==> src/rtl/cost_mon_pkg.sv <==
// Shared types and constants for the epoch cost monitor.
// Optional feature macro: COST_MON_PATIENCE_EN (stall counter / early stop).
package cost_mon_pkg;

    typedef enum logic [1:0] {
        IDLE = 2'd0,
        RUN  = 2'd1,
        EVAL = 2'd2,
        DONE = 2'd3
    } state_t;

    localparam int COST_WIDTH = 32;
    localparam int COST_FRAC  = 24;
    localparam int EPOCH_W    = 16;

    localparam logic [COST_WIDTH-1:0] MAX_POS = 32'h7FFF_FFFF;

endpackage

==> src/rtl/cost_mon_cnt.sv <==
// Per-epoch sample counter: wraps at 2^LOG2_SAMPLES and drives the
// accumulator enable so the first sample of every epoch restarts the sum.
module cost_mon_cnt #(
    parameter int LOG2_SAMPLES = 2
) (
    input  logic clk,
    input  logic rst,
    input  logic clr,
    input  logic active,
    input  logic inc,
    output logic tc,
    output logic acc_en
);

    logic [LOG2_SAMPLES-1:0] cnt;

    always_ff @(posedge clk or posedge rst) begin
        if (rst)
            cnt <= '0;
        else if (clr)
            cnt <= '0;
        else if (inc)
            cnt <= cnt + 1'b1;
    end

    assign tc     = &cnt;
    assign acc_en = active && (cnt != '0);

endmodule

==> src/rtl/cost_mon.sv <==
// Epoch-level cost monitor: mean/best tracking plus convergence and stop flags.
// Define COST_MON_PATIENCE_EN to build the stall counter and patience stop.
module cost_mon
    import cost_mon_pkg::*;
#(
    parameter int                 WIDTH        = COST_WIDTH,
    parameter int                 FRAC         = COST_FRAC,
    parameter int                 LOG2_SAMPLES = 2,
    parameter logic [WIDTH-1:0]   THRESH       = 32'h0000_4189,
    parameter int                 PATIENCE     = 4,
    parameter logic [EPOCH_W-1:0] MAX_EPOCH    = 16'd1000
) (
    input  logic               clk,
    input  logic               rst,
    input  logic               i_start,
    input  logic               i_valid,
    input  logic [WIDTH-1:0]   i_cost,
    output logic               o_acc_en,
    output logic               o_ready,
    output logic [WIDTH-1:0]   o_mean,
    output logic [WIDTH-1:0]   o_best,
    output logic               o_mean_valid,
    output logic [EPOCH_W-1:0] o_epoch,
    output logic               o_conv,
    output logic               o_stop,
    output logic               o_ovf
);

    localparam logic [WIDTH-1:0] MAX_P = {1'b0, {(WIDTH-1){1'b1}}};

    if (FRAC < 0 || FRAC >= WIDTH || PATIENCE < 1 || LOG2_SAMPLES < 1) begin : g_bad_cfg
        $error("cost_mon: illegal FRAC/PATIENCE/LOG2_SAMPLES configuration");
    end

    state_t state;

    logic tc;
    logic cnt_inc;

    // i_start outranks a coincident i_valid, so that sample is never counted
    assign cnt_inc = (state == RUN) && i_valid && !i_start;
    assign o_ready = (state == RUN);

    cost_mon_cnt #(
        .LOG2_SAMPLES(LOG2_SAMPLES)
    ) u_cnt (
        .clk   (clk),
        .rst   (rst),
        .clr   (i_start),
        .active(state == RUN),
        .inc   (cnt_inc),
        .tc    (tc),
        .acc_en(o_acc_en)
    );

    logic [WIDTH-1:0]   mean_sh;
    logic               cost_neg;
    logic               better;
    logic               conv_now;
    logic               stop_now;
    logic               pat_stop;
    logic [EPOCH_W-1:0] epoch_nxt;

    assign mean_sh   = WIDTH'($signed(i_cost) >>> LOG2_SAMPLES);
    assign cost_neg  = i_cost[WIDTH-1];
    assign better    = $signed(o_mean) < $signed(o_best);
    assign epoch_nxt = o_epoch + 1'b1;
    assign conv_now  = $signed(o_mean) <= $signed(THRESH);
    assign stop_now  = pat_stop || (epoch_nxt == MAX_EPOCH);

`ifdef COST_MON_PATIENCE_EN
    localparam int SW = $clog2(PATIENCE + 1);

    logic [SW-1:0] stall;
    logic [SW-1:0] stall_nxt;

    assign stall_nxt = better ? '0 : stall + 1'b1;
    assign pat_stop  = (stall_nxt == SW'(PATIENCE));

    always_ff @(posedge clk or posedge rst) begin
        if (rst)
            stall <= '0;
        else if (i_start)
            stall <= '0;
        else if (state == EVAL)
            stall <= stall_nxt;
    end
`else
    assign pat_stop = 1'b0;
`endif

    always_ff @(posedge clk or posedge rst) begin
        if (rst) begin
            state        <= IDLE;
            o_mean       <= '0;
            o_best       <= '0;
            o_mean_valid <= 1'b0;
            o_epoch      <= '0;
            o_conv       <= 1'b0;
            o_stop       <= 1'b0;
            o_ovf        <= 1'b0;
        end else begin
            o_mean_valid <= 1'b0;
            if (i_start) begin
                state   <= RUN;
                o_epoch <= '0;
                o_best  <= MAX_P;
                o_conv  <= 1'b0;
                o_stop  <= 1'b0;
                o_ovf   <= 1'b0;
            end else begin
                unique case (state)
                    IDLE: ;
                    RUN: begin
                        if (i_valid && tc) begin
                            // a negative sum means the accumulator wrapped
                            o_mean <= cost_neg ? MAX_P : mean_sh;
                            if (cost_neg)
                                o_ovf <= 1'b1;
                            state <= EVAL;
                        end
                    end
                    EVAL: begin
                        o_mean_valid <= 1'b1;
                        o_epoch      <= epoch_nxt;
                        if (better)
                            o_best <= o_mean;
                        if (conv_now)
                            o_conv <= 1'b1;
                        if (stop_now)
                            o_stop <= 1'b1;
                        state <= (conv_now || stop_now) ? DONE : RUN;
                    end
                    DONE: ;
                    default: state <= IDLE;
                endcase
            end
        end
    end

endmodule

==> config.mk <==
export PLATFORM = sky130hd
export DESIGN_NAME = cost_mon
export DESIGN_NICKNAME = d
export VERILOG_FILES = /design/src/rtl/cost_mon_pkg.sv /design/src/rtl/cost_mon_cnt.sv /design/src/rtl/cost_mon.sv
export SDC_FILE = /design/constraint.sdc
export NUM_CORES = 1
export LEC_CHECK = 0
export CAP_MARGIN = 15
export CORE_AREA = 2 2 101 103
export DETAILED_ROUTE_END_ITERATION = 8
export DIE_AREA = 0 0 103 105
export HOLD_SLACK_MARGIN = 0.03
export PLACE_DENSITY = 0.8
export SETUP_SLACK_MARGIN = 0.02
export SLEW_MARGIN = 30
export SYNTH_ARGS = -nofsm -noshare
export SYNTH_HDL_FRONTEND = slang
export SYNTH_HIERARCHICAL = 1
export SYNTH_SLANG_ARGS = --single-unit
==> constraint.sdc <==
create_clock -name clk -period 3.11 [get_ports clk]
set_input_delay 0.622 -clock clk [delete_from_list [all_inputs] [get_ports clk]]
set_output_delay 0.622 -clock clk [all_outputs]
set_load 0.05 [all_outputs]
==> impl_metrics.py, run 1 <==
metrics = {
    "global_routing": {
        "grt_pass1_wl_um": 20400,
        "grt_max_degree": 86,
        "grt-ovfl-total": 0,
        "grt_pass1_vias": 4210,
        "antenna_found_initial": 0,
        "grt_usage_pct": 23.9,
    },
    "sta": {
        "relSlewSlack_pct": 40.9,
        "finalMaxSlewViolations": 0,
        "skew_ns": 0.00907,
        "hold_viol_final": 0,
        "setup_viol": 0,
        "timing.final.ws_setup_ns": 0.357,
        "hold_ws_ns": 0.513,
        "rsz0062_at_grt": "no",
        "tightest_slew_ns": 0.864,
        "fmax_ghz": 0.363,
        "tns_ns": 0,
        "min_period_ns": 2.75,
        "period_share_pct": 88.5,
    },
    "final_layout": {
        "drive_above_1_share_pct": 5.42,
        "finalNetCount": 711,
        "final_area_mm2": 0.00624,
        "n_antenna_cell": 0,
        "postLayoutCoreUtil_pct": 64.8,
        "fin_cells": 779,
        "areaGrowthSynthToFinish_pct": 30.5,
    },
    "clock_tree": {
        "ctsResizeCount": 0,
        "cts.clk_slew.worst_paths_ns": 0.09,
        "cts_buffers": 9,
        "clock_latency_ns": 0.36,
        "cts_hold_buf": 0,
        "cts_sinks": 84,
        "post_cts_buffers": 0,
        "cts-root-buf": "clkbuf_8",
        "htree_levels": 3,
        "clockBufferDepth": 2,
        "cts_tree": "built",
    },
    "routing": {
        "drtPass1Iterations": 5,
        "drc": 0,
        "drt-wirelength-per-cell_um": 15.3,
        "vias": 4172,
        "ant_nets": 0,
        "drt_iter0_drc": 201,
        "drt-total-wl_um": 11900,
        "routed_via_density": 5.36,
    },
    "placement": {
        "port_buffers": 117,
        "dp_hpwl_um": 8550,
        "place_ws_ns": 0.482,
        "placedCellCount": 764,
        "placed_area_mm2": 0.00605,
        "gp_congestion": 0.924,
    },
    "setup_path": {
        "cp.arrival_ns": 3.03,
        "cp_max_fo": 21,
        "reg2reg_depth": 8,
        "worst_r2r_endpoint": "o_best[14]",
        "critPathKind": "reg -> reg",
        "rr_startpoint": "o_mean[5]",
        "setup.worst_path.start": "o_mean[5]",
        "crit_path_end_kind": "flip-flop",
        "worstPathRequired_ns": 3.39,
        "rrSetupSlack_ns": 0.36,
        "startpoint_type": "flip-flop",
    },
    "floorplanning": {
        "die-area_mm2": 0.0108,
        "io_pins": 122,
        "start_util_pct": 49.6,
        "core_area_mm2": 0.00964,
        "die_h_um": 105,
        "rows": 36,
        "die_w_um": 103,
    },
    "synthesis": {
        "synth_cells": 535,
        "synthAdderAreaFrac_pct": 8.63,
        "synth_warnings": 6,
        "ys_types": 46,
        "synth_async_sr_flop_share_pct": 100,
        "ys_seq_area_share_pct": 43.9,
        "synth_top_family_by_area": "simple AND/OR/NAND/NOR gates",
        "synth-seq-cells": 84,
        "synth-xor-area-share_pct": 3.11,
        "syn-mean-instance-area_um2": 8.94,
        "synth_ff_type": "dfrtp_1",
        "synthesis.area_mm2": 0.00478,
        "synth_edf_count": 0,
        "synthSimpleGateAreaFrac_pct": 21.0,
        "synth_compound_area_share_pct": 10.2,
        "synth_mux_area_share_pct": 6.69,
    },
    "power": {
        "p_per_area_mw_per_mm2": 384,
        "power.internal_mw": 1.67,
        "p_sw_share_pct": 30.4,
        "totalPowerFinal_mw": 2.40,
        "seq_power_share_pct": 49.3,
        "leakagePower_nw": 2.88,
        "peakVddDrop_uv": 268,
        "p_switching_uw": 727,
        "p_comb_share_pct": 17.9,
        "clkPwrFrac_pct": 32.8,
    },
    "worst_hold_path": {
        "hp-class": "in -> async",
    },
    "job": {
        "max_cap_violations": 0,
    },
    "status": {
        "outcome": "finished clean",
    },
}
## power groups by stage
stage               Sequential [mW]  Combinational, mW  Clock (mW)
global placement               1.20              0.419           0
finish                         1.18              0.428       0.786
floorplan                      1.31              0.148           0
global route                   1.19              0.464       0.841
CTS                            1.18              0.433       0.793
detailed placement             1.20              0.431           0
## critical path: stages, from the launching register on
cell and delay [ns]:
dfrtp_1 0.44, ha_1 0.35, a211oi_1 0.24, nor2_1 0.08, o21ai_0 0.28, nand4_2 0.20
a2111oi_4 0.40, buf_4 0.42, mux2i_1 0.25
## worst max path at each step
| stage | slack, ns | endpoint | cells past startpoint |
|---|---|---|---|
| floorplan | 0.38 | o_best[0] | 1 |
| global placement | 0.56 | o_best[9] | 8 |
| detailed placement | 0.48 | o_best[4] | 8 |
| CTS | 0.41 | o_best[9] | 8 |
| global route | 0.23 | o_best[14] | 8 |
| finish | 0.36 | o_best[14] | 8 |
## area by class of cell
| cell class | instances | area [um^2] |
|---|---|---|
| repair buffers | 128 | 1270 |
| multi-input cells | 385 | 2380 |
| clock buffers | 10 | 138 |
| inverters | 34 | 129 |
| flip-flops and latches | 84 | 2100 |
| fillers | 823 | 3400 |
| clock inverters | 5 | 52.6 |
| well taps | 133 | 166 |
## per-layer routing
| layer | routed length [um] | track usage [%] |
|---|---|---|
| met1 | 5160 | 31.7 |
| met2 | 5700 | 38.1 |
| met3 | 784 | 6.09 |
| met4 | 256 | 7.71 |
| met5 | 0 | 0 |
## cell usage after synthesis (all sizes together), types with 7 or more instances
cell / n / area (um^2)
nor2: 109 / 409
dfrtp: 84 / 2100
nand2: 55 / 206
o21ai: 38 / 190
inv: 34 / 128
ha: 33 / 413
mux2i: 32 / 320
clkbuf: 22 / 82.6
nand4: 13 / 87.6
a21oi: 12 / 60.1
buf: 11 / 96.3
nand3: 11 / 55.1
nor3: 9 / 45.0
xor2: 9 / 78.8
xnor2: 8 / 70.1
a21o: 7 / 52.6
## kinds of logic after synthesis
logic type | after synthesis
fa+ha+maj | 33
simple gates | 225
flops | 84
xor+xnor | 17
mux | 32
compound gates | 76
other cells | 1
buf+inv | 67
## registers in the layout, indices dropped and copies added (netlist names)
signal / count
o_best: 30
o_mean: 30
o_epoch: 16
state: 2
u_cnt/cnt: 2
o_conv: 1
o_mean_valid: 1
o_ovf: 1
o_stop: 1
## cells in the final DEF, fill, tap and decap left out, types with 10 or more instances in the layout
cell and instances:
a21oi_1 12, clkbuf_8 10, clkdlybuf4s50_1 116, dfrtp_1 84, ha_1 33, inv_1 33
mux2i_1 32, nand2_1 54, nand3_1 11, nand4_1 12, nor2_1 109, o21ai_0 38
Note: power is estimated with default switching activity, not from simulation.
==> run 2, diff against run 1 <==
--- a/config.mk
+++ b/config.mk
@@ -6,11 +6,11 @@
 export NUM_CORES = 1
 export LEC_CHECK = 0
 export CAP_MARGIN = 15
-export CORE_AREA = 2 2 101 103
+export CORE_AREA = 2 2 107 109
 export DETAILED_ROUTE_END_ITERATION = 8
-export DIE_AREA = 0 0 103 105
+export DIE_AREA = 0 0 109 111
 export HOLD_SLACK_MARGIN = 0.03
-export PLACE_DENSITY = 0.8
+export PLACE_DENSITY = 0.76
 export SETUP_SLACK_MARGIN = 0.02
 export SLEW_MARGIN = 30
 export SYNTH_ARGS = -nofsm -noshare
==> constraint.sdc (replaced) <==
create_clock -name clk -period 2.3 [get_ports clk]
set_input_delay 0.46 -clock clk [delete_from_list [all_inputs] [get_ports clk]]
set_output_delay 0.46 -clock clk [all_outputs]
set_load 0.05 [all_outputs]
==> impl_metrics.py, run 2 (same netlist as run 1, synthesis figures left out) <==
metrics = {
    "status": {
        "outcome": "finished, violations left",
        "violations": "setup timing",
    },
    "final_layout": {
        "drive_above_1_share_pct": 15.7,
        "seq_area_mm2": 0.00213,
        "multi_input_area_mm2": 0.00247,
        "mostFrequentLayoutCells": "115 x clkdlybuf4s50_1, 109 x nor2_1, 64 x dfrtp_1, 54 x nand2_1, 38 x buf_4",
        "fin_cells": 823,
        "n_antenna_cell": 0,
        "areaGrowthSynthToFinish_pct": 42.4,
        "reg_top3": "o_best: 30 flops, o_mean: 30 flops, o_epoch: 16 flops",
        "layout_commonest_cell": "clkdlybuf4s50_1",
        "finalNetCount": 744,
        "fillerInstances": 926,
    },
    "clock_tree": {
        "cts_sinks": 84,
        "cts_buffers": 9,
        "cts_tree": "built",
        "clockBufferDepth": 2,
        "cts-root-buf": "clkbuf_16",
        "htree_levels": 3,
        "cts_hold_buf": 0,
        "cts.clk_slew.worst_paths_ns": 0.06,
        "clock_latency_ns": 0.34,
    },
    "power": {
        "p_sw_share_pct": 27.1,
        "seq_power_share_pct": 41.4,
        "leakagePower_nw": 3.11,
        "totalPowerFinal_mw": 3.79,
        "p_switching_mw": 1.03,
        "peakVddDrop_uv": 280,
        "power.internal_mw": 2.77,
        "clkPwrFrac_pct": 40.6,
        "p_per_area_mw_per_mm2": 557,
        "p_comb_share_pct": 18.0,
    },
    "setup_path": {
        "cp.arrival_ns": 2.55,
        "rr_startpoint": "o_best[2]",
        "crit_path_end_kind": "flip-flop",
        "setup.worst_path.start": "o_best[2]",
        "reg2reg_depth": 9,
        "crit_path_top_delay_cell": "a2111o_1",
        "startpoint_type": "flip-flop",
        "worstPathRequired_ns": 2.55,
        "worstPathCellList": "inv_1, ha_1, a2111o_1, o2111ai_2, nand4_2, a2111oi_4, buf_4, buf_16, mux2i_1",
        "worst_r2r_endpoint": "o_best[15]",
        "cp_slowest_stage_delay_ns": 0.41,
        "rrSetupSlack_ns": -0.008,
        "critPathKind": "reg -> reg",
        "cp_max_fo": 6,
    },
    "floorplanning": {
        "die_w_um": 109,
        "die-area_mm2": 0.0121,
        "core_area_mm2": 0.0111,
        "start_util_pct": 43.2,
        "rows": 39,
        "io_pins": 122,
        "die_h_um": 111,
    },
    "sta": {
        "min_period_ns": 2.31,
        "period_share_pct": 100,
        "hold_viol_final": 0,
        "skew_ns": 0.00539,
        "finalMaxSlewViolations": 0,
        "rsz0062_at_grt": "yes",
        "relSlewSlack_pct": 41.7,
        "tightest_slew_ns": 0.875,
        "setup_viol": 1,
        "timing.final.ws_setup_ns": -0.00757,
        "fmax_ghz": 0.433,
    },
    "routing": {
        "drt-total-wl_um": 12800,
        "drtPass1Iterations": 4,
        "ant_nets": 0,
        "drt-wirelength-per-cell_um": 15.6,
        "drc": 0,
        "routed_via_density": 5.30,
        "vias": 4358,
        "drt_iter0_drc": 160,
    },
    "job": {
        "max_cap_violations": 0,
    },
    "global_routing": {
        "grt_pass1_vias": 4453,
        "grt_max_degree": 86,
        "grt_pass1_wl_um": 21300,
        "antenna_found_initial": 0,
        "grt_usage_pct": 22.4,
        "grt-ovfl-total": 0,
    },
    "placement": {
        "port_buffers": 117,
        "gp_congestion": 0.897,
        "placedCellCount": 797,
        "dp_hpwl_um": 8880,
    },
    "worst_hold_path": {
        "hp-class": "in -> async",
    },
}
run 2: cell count changes in the layout (fill, tap and decap cells not counted), moves of 9 or more:
cell	delta
buf_4	+29
dfrtp_1	-20
dfrtp_2	+20
clkbuf_16	+10
clkbuf_8	-9
run 2: final cells by class:
type                    count  share of cell area, %
clock buffers              11                   3.56
flip-flops and latches     84                   31.2
multi-input cells         385                   36.2
clock inverters             5                   1.10
inverters                  34                   1.93
well taps                 143                   2.63
repair buffers            161                   23.3
run 2: power by group through the flow:
stage / combinational (mW) / clock [mW] / sequential, mW
2_1_floorplan: 0.202 / 0 / 1.77
5_1_grt: 0.733 / 1.64 / 1.58
4_1_cts: 0.682 / 1.56 / 1.57
6_report: 0.681 / 1.54 / 1.57
3_3_place_gp: 0.657 / 0 / 1.59
3_5_place_dp: 0.672 / 0 / 1.59
run 2: metrics by stage:
stage | hold slack, ns | worst slack, ns | setup TNS, ns | cell area (um^2) | util, %
after global placement | 0.517 | -0.0201 | -0.347 | 6270 | 56.6
after floorplan | 0.201 | 0.0306 | 0 | 4820 | -
after global routing | 0.369 | -0.116 | -1.75 | 6810 | 61.5
after detailed placement | 0.516 | -0.127 | -2.67 | 6270 | 56.6
after CTS | 0.372 | 0.0142 | 0 | 6720 | 60.6
final | 0.376 | -0.00757 | -0.00757 | 6810 | 61.5
run 2: what timing repair did:
action | CTS | global route
pin swaps | 5 | 5
cloned | 2 | 1
gates resized for setup | 11 | 13
setup buffers | 4 | 3
endpoints found under the setup margin | 30 | 32
run 2: worst max-delay path by stage:
stage,cells after the start,slack (ns),endpoint
CTS,9,0.01,o_best[13]
global route,10,-0.12,o_best[15]
floorplan,9,0.03,o_best[3]
finish,9,-0.008,o_best[15]
global placement,8,-0.02,o_best[1]
detailed placement,8,-0.13,o_best[22]
run 2: metal layers:
metal,vias to the layer above,wire length (um),track usage [%]
li1,2080,-,-
met1,2100,5290,28.3
met2,150,6400,36.7
met3,28,774,4.76
met4,0,341,9.23
met5,-,0,0
run 2: worst max-delay path, delay by kind of cell (launching register included):
family	cells	cell delay [ns]
muxes	1	0.22
DFF	1	0.39
buffers and inverters	3	0.41
AOI/OAI and AO/OA	3	0.86
adders and majority gates	1	0.20
and+or+nand+nor	1	0.14
==> run 3, diff against run 2 <==
--- a/config.mk
+++ b/config.mk
@@ -10,7 +10,7 @@
 export DETAILED_ROUTE_END_ITERATION = 8
 export DIE_AREA = 0 0 109 111
 export HOLD_SLACK_MARGIN = 0.03
-export PLACE_DENSITY = 0.76
+export PLACE_DENSITY = 0.83
 export SETUP_SLACK_MARGIN = 0.02
 export SLEW_MARGIN = 30
 export SYNTH_ARGS = -nofsm -noshare
==> impl_metrics.py, run 3 (same netlist as run 1, synthesis figures left out) <==
metrics = {
    "routing": {
        "routed_via_density": 5.27,
        "vias": 4308,
        "drc": 0,
        "ant_nets": 0,
        "drt-wirelength-per-cell_um": 15.4,
        "drt-total-wl_um": 12600,
        "drtPass1Iterations": 5,
        "drt_iter0_drc": 185,
    },
    "final_layout": {
        "mostFrequentLayoutCells": "114 x clkdlybuf4s50_1, 107 x nor2_1, 65 x dfrtp_1, 54 x nand2_1",
        "layout_commonest_cell": "clkdlybuf4s50_1",
        "n_antenna_cell": 0,
        "final_area_mm2": 0.00680,
        "drive_above_1_share_pct": 15.9,
        "finalNetCount": 739,
        "areaGrowthSynthToFinish_pct": 42.2,
        "fillerInstances": 899,
        "reg_top3": "o_best: 30 flops, o_mean: 30 flops, o_epoch: 16 flops",
        "fin_cells": 818,
    },
    "global_routing": {
        "antenna_found_initial": 0,
        "grt_max_degree": 86,
        "grt_pass1_vias": 4444,
        "grt_usage_pct": 21.6,
        "grt-ovfl-total": 0,
        "grt_pass1_wl_um": 20700,
    },
    "clock_tree": {
        "htree_levels": 3,
        "cts-root-buf": "clkbuf_16",
        "cts_sinks": 84,
        "clock_latency_ns": 0.34,
        "clockBufferDepth": 2,
        "cts_hold_buf": 0,
        "cts.clk_slew.worst_paths_ns": 0.06,
        "cts_buffers": 9,
        "cts_tree": "built",
    },
    "setup_path": {
        "critPathKind": "reg -> reg",
        "reg2reg_depth": 8,
        "crit_path_end_kind": "flip-flop",
        "worst_r2r_endpoint": "o_best[3]",
        "worstPathRequired_ns": 2.55,
        "rrSetupSlack_ns": 0.04,
        "startpoint_type": "flip-flop",
        "cp_max_fo": 7,
        "rr_startpoint": "o_mean[1]",
        "cp.arrival_ns": 2.51,
    },
    "sta": {
        "finalMaxSlewViolations": 0,
        "relSlewSlack_pct": 44.5,
        "skew_ns": 0.00789,
        "setup_viol": 0,
        "min_period_ns": 2.26,
        "fmax_ghz": 0.443,
        "hold_viol_final": 0,
        "timing.final.ws_setup_ns": 0.0440,
        "tightest_slew_ns": 0.832,
        "period_share_pct": 98.1,
        "rsz0062_at_grt": "yes",
    },
    "worst_hold_path": {
        "hp-class": "in -> async",
    },
    "power": {
        "power.internal_mw": 2.76,
        "leakagePower_nw": 3.07,
        "seq_power_share_pct": 41.4,
        "peakVddDrop_uv": 297,
        "p_sw_share_pct": 27.4,
        "totalPowerFinal_mw": 3.81,
        "p_comb_share_pct": 17.6,
        "p_switching_mw": 1.04,
        "p_per_area_mw_per_mm2": 560,
        "clkPwrFrac_pct": 41.1,
    },
    "placement": {
        "placedCellCount": 797,
        "port_buffers": 117,
        "placed_area_mm2": 0.00626,
        "gp_congestion": 0.908,
        "place_ws_ns": -0.192,
        "dp_hpwl_um": 8980,
    },
    "job": {
        "max_cap_violations": 0,
    },
    "status": {
        "outcome": "finished clean",
    },
    "floorplanning": {
        "core_area_mm2": 0.0111,
        "io_pins": 122,
        "start_util_pct": 43.2,
        "die_h_um": 111,
        "rows": 39,
        "die_w_um": 109,
        "die-area_mm2": 0.0121,
    },
}
[run 3: cell count changes in the layout (fill, tap and decap cells not counted), sizes merged]
cell           before  now
buf                45   41
clkinv              3    1
clkdlybuf4s50     115  114
clkinvlp            1    2
dlymetal6s2s        0    1
[run 3: worst max-delay path by stage]
stage	depth (start not counted)	startpoint	to
finish	8	o_mean[1]	o_best[3]
global route	10	o_best[2]	o_best[20]
CTS	8	o_mean[1]	o_best[20]
detailed placement	8	o_mean[5]	o_best[26]
global placement	8	o_mean[5]	o_best[21]
floorplan	9	o_best[5]	o_best[3]
[run 3: worst max-delay path: stages (launching register included)]
cell and delay (ns):
dfrtp_2 0.42, ha_4 0.24, a2111o_1 0.37, o2111ai_2 0.09, nand4_2 0.15, a2111oi_4 0.35
buf_6 0.19, buf_12 0.14, mux2i_2 0.21
[run 3: power by group through the flow]
stage / Clock (mW) / Sequential, mW / Combinational [mW]
6_report: 1.56 / 1.57 / 0.669
5_1_grt: 1.66 / 1.58 / 0.721
4_1_cts: 1.58 / 1.57 / 0.664
3_5_place_dp: 0 / 1.60 / 0.658
3_3_place_gp: 0 / 1.59 / 0.644
2_1_floorplan: 0 / 1.77 / 0.202
[run 3: repair_timing]
item / 4_1_cts / 5_1_grt
resized for setup: 9 / 30
pin swaps: 4 / 7
cloned: 1 / 0
endpoints found under the setup margin: 30 / 33
setup buffers: 3 / 2
[run 3: through the flow]
stage,setup TNS (ns),hold WS [ns],util [%]
finish,0,0.378,61.4
global route,-0.599,0.388,61.4
CTS,-1.25,0.365,60.2
detailed placement,-3.66,0.520,56.5
global placement,-1.64,0.512,56.5
floorplan,0,0.201,-
[run 3: final cells by class]
| type | count | area (um^2) | area share (%) |
|---|---|---|---|
| Clock buffer | 12 | 246 | 3.62 |
| Multi-Input combinational cell | 385 | 2530 | 37.1 |
| Tap cell | 143 | 179 | 2.63 |
| Timing Repair Buffer | 156 | 1520 | 22.4 |
| Clock inverter | 4 | 72.6 | 1.07 |
| Inverter | 34 | 131 | 1.93 |
| Sequential cell | 84 | 2130 | 31.3 |
[run 3: routing by layer]
metal | vias up | track usage [%] | part of all wire [%]
li1 | 2065 | - | -
met1 | 2104 | 26.2 | 42
met2 | 124 | 37.3 | 52
met3 | 15 | 4.64 | 5.1
met4 | 0 | 7.78 | 1.6
met5 | - | 0 | 0
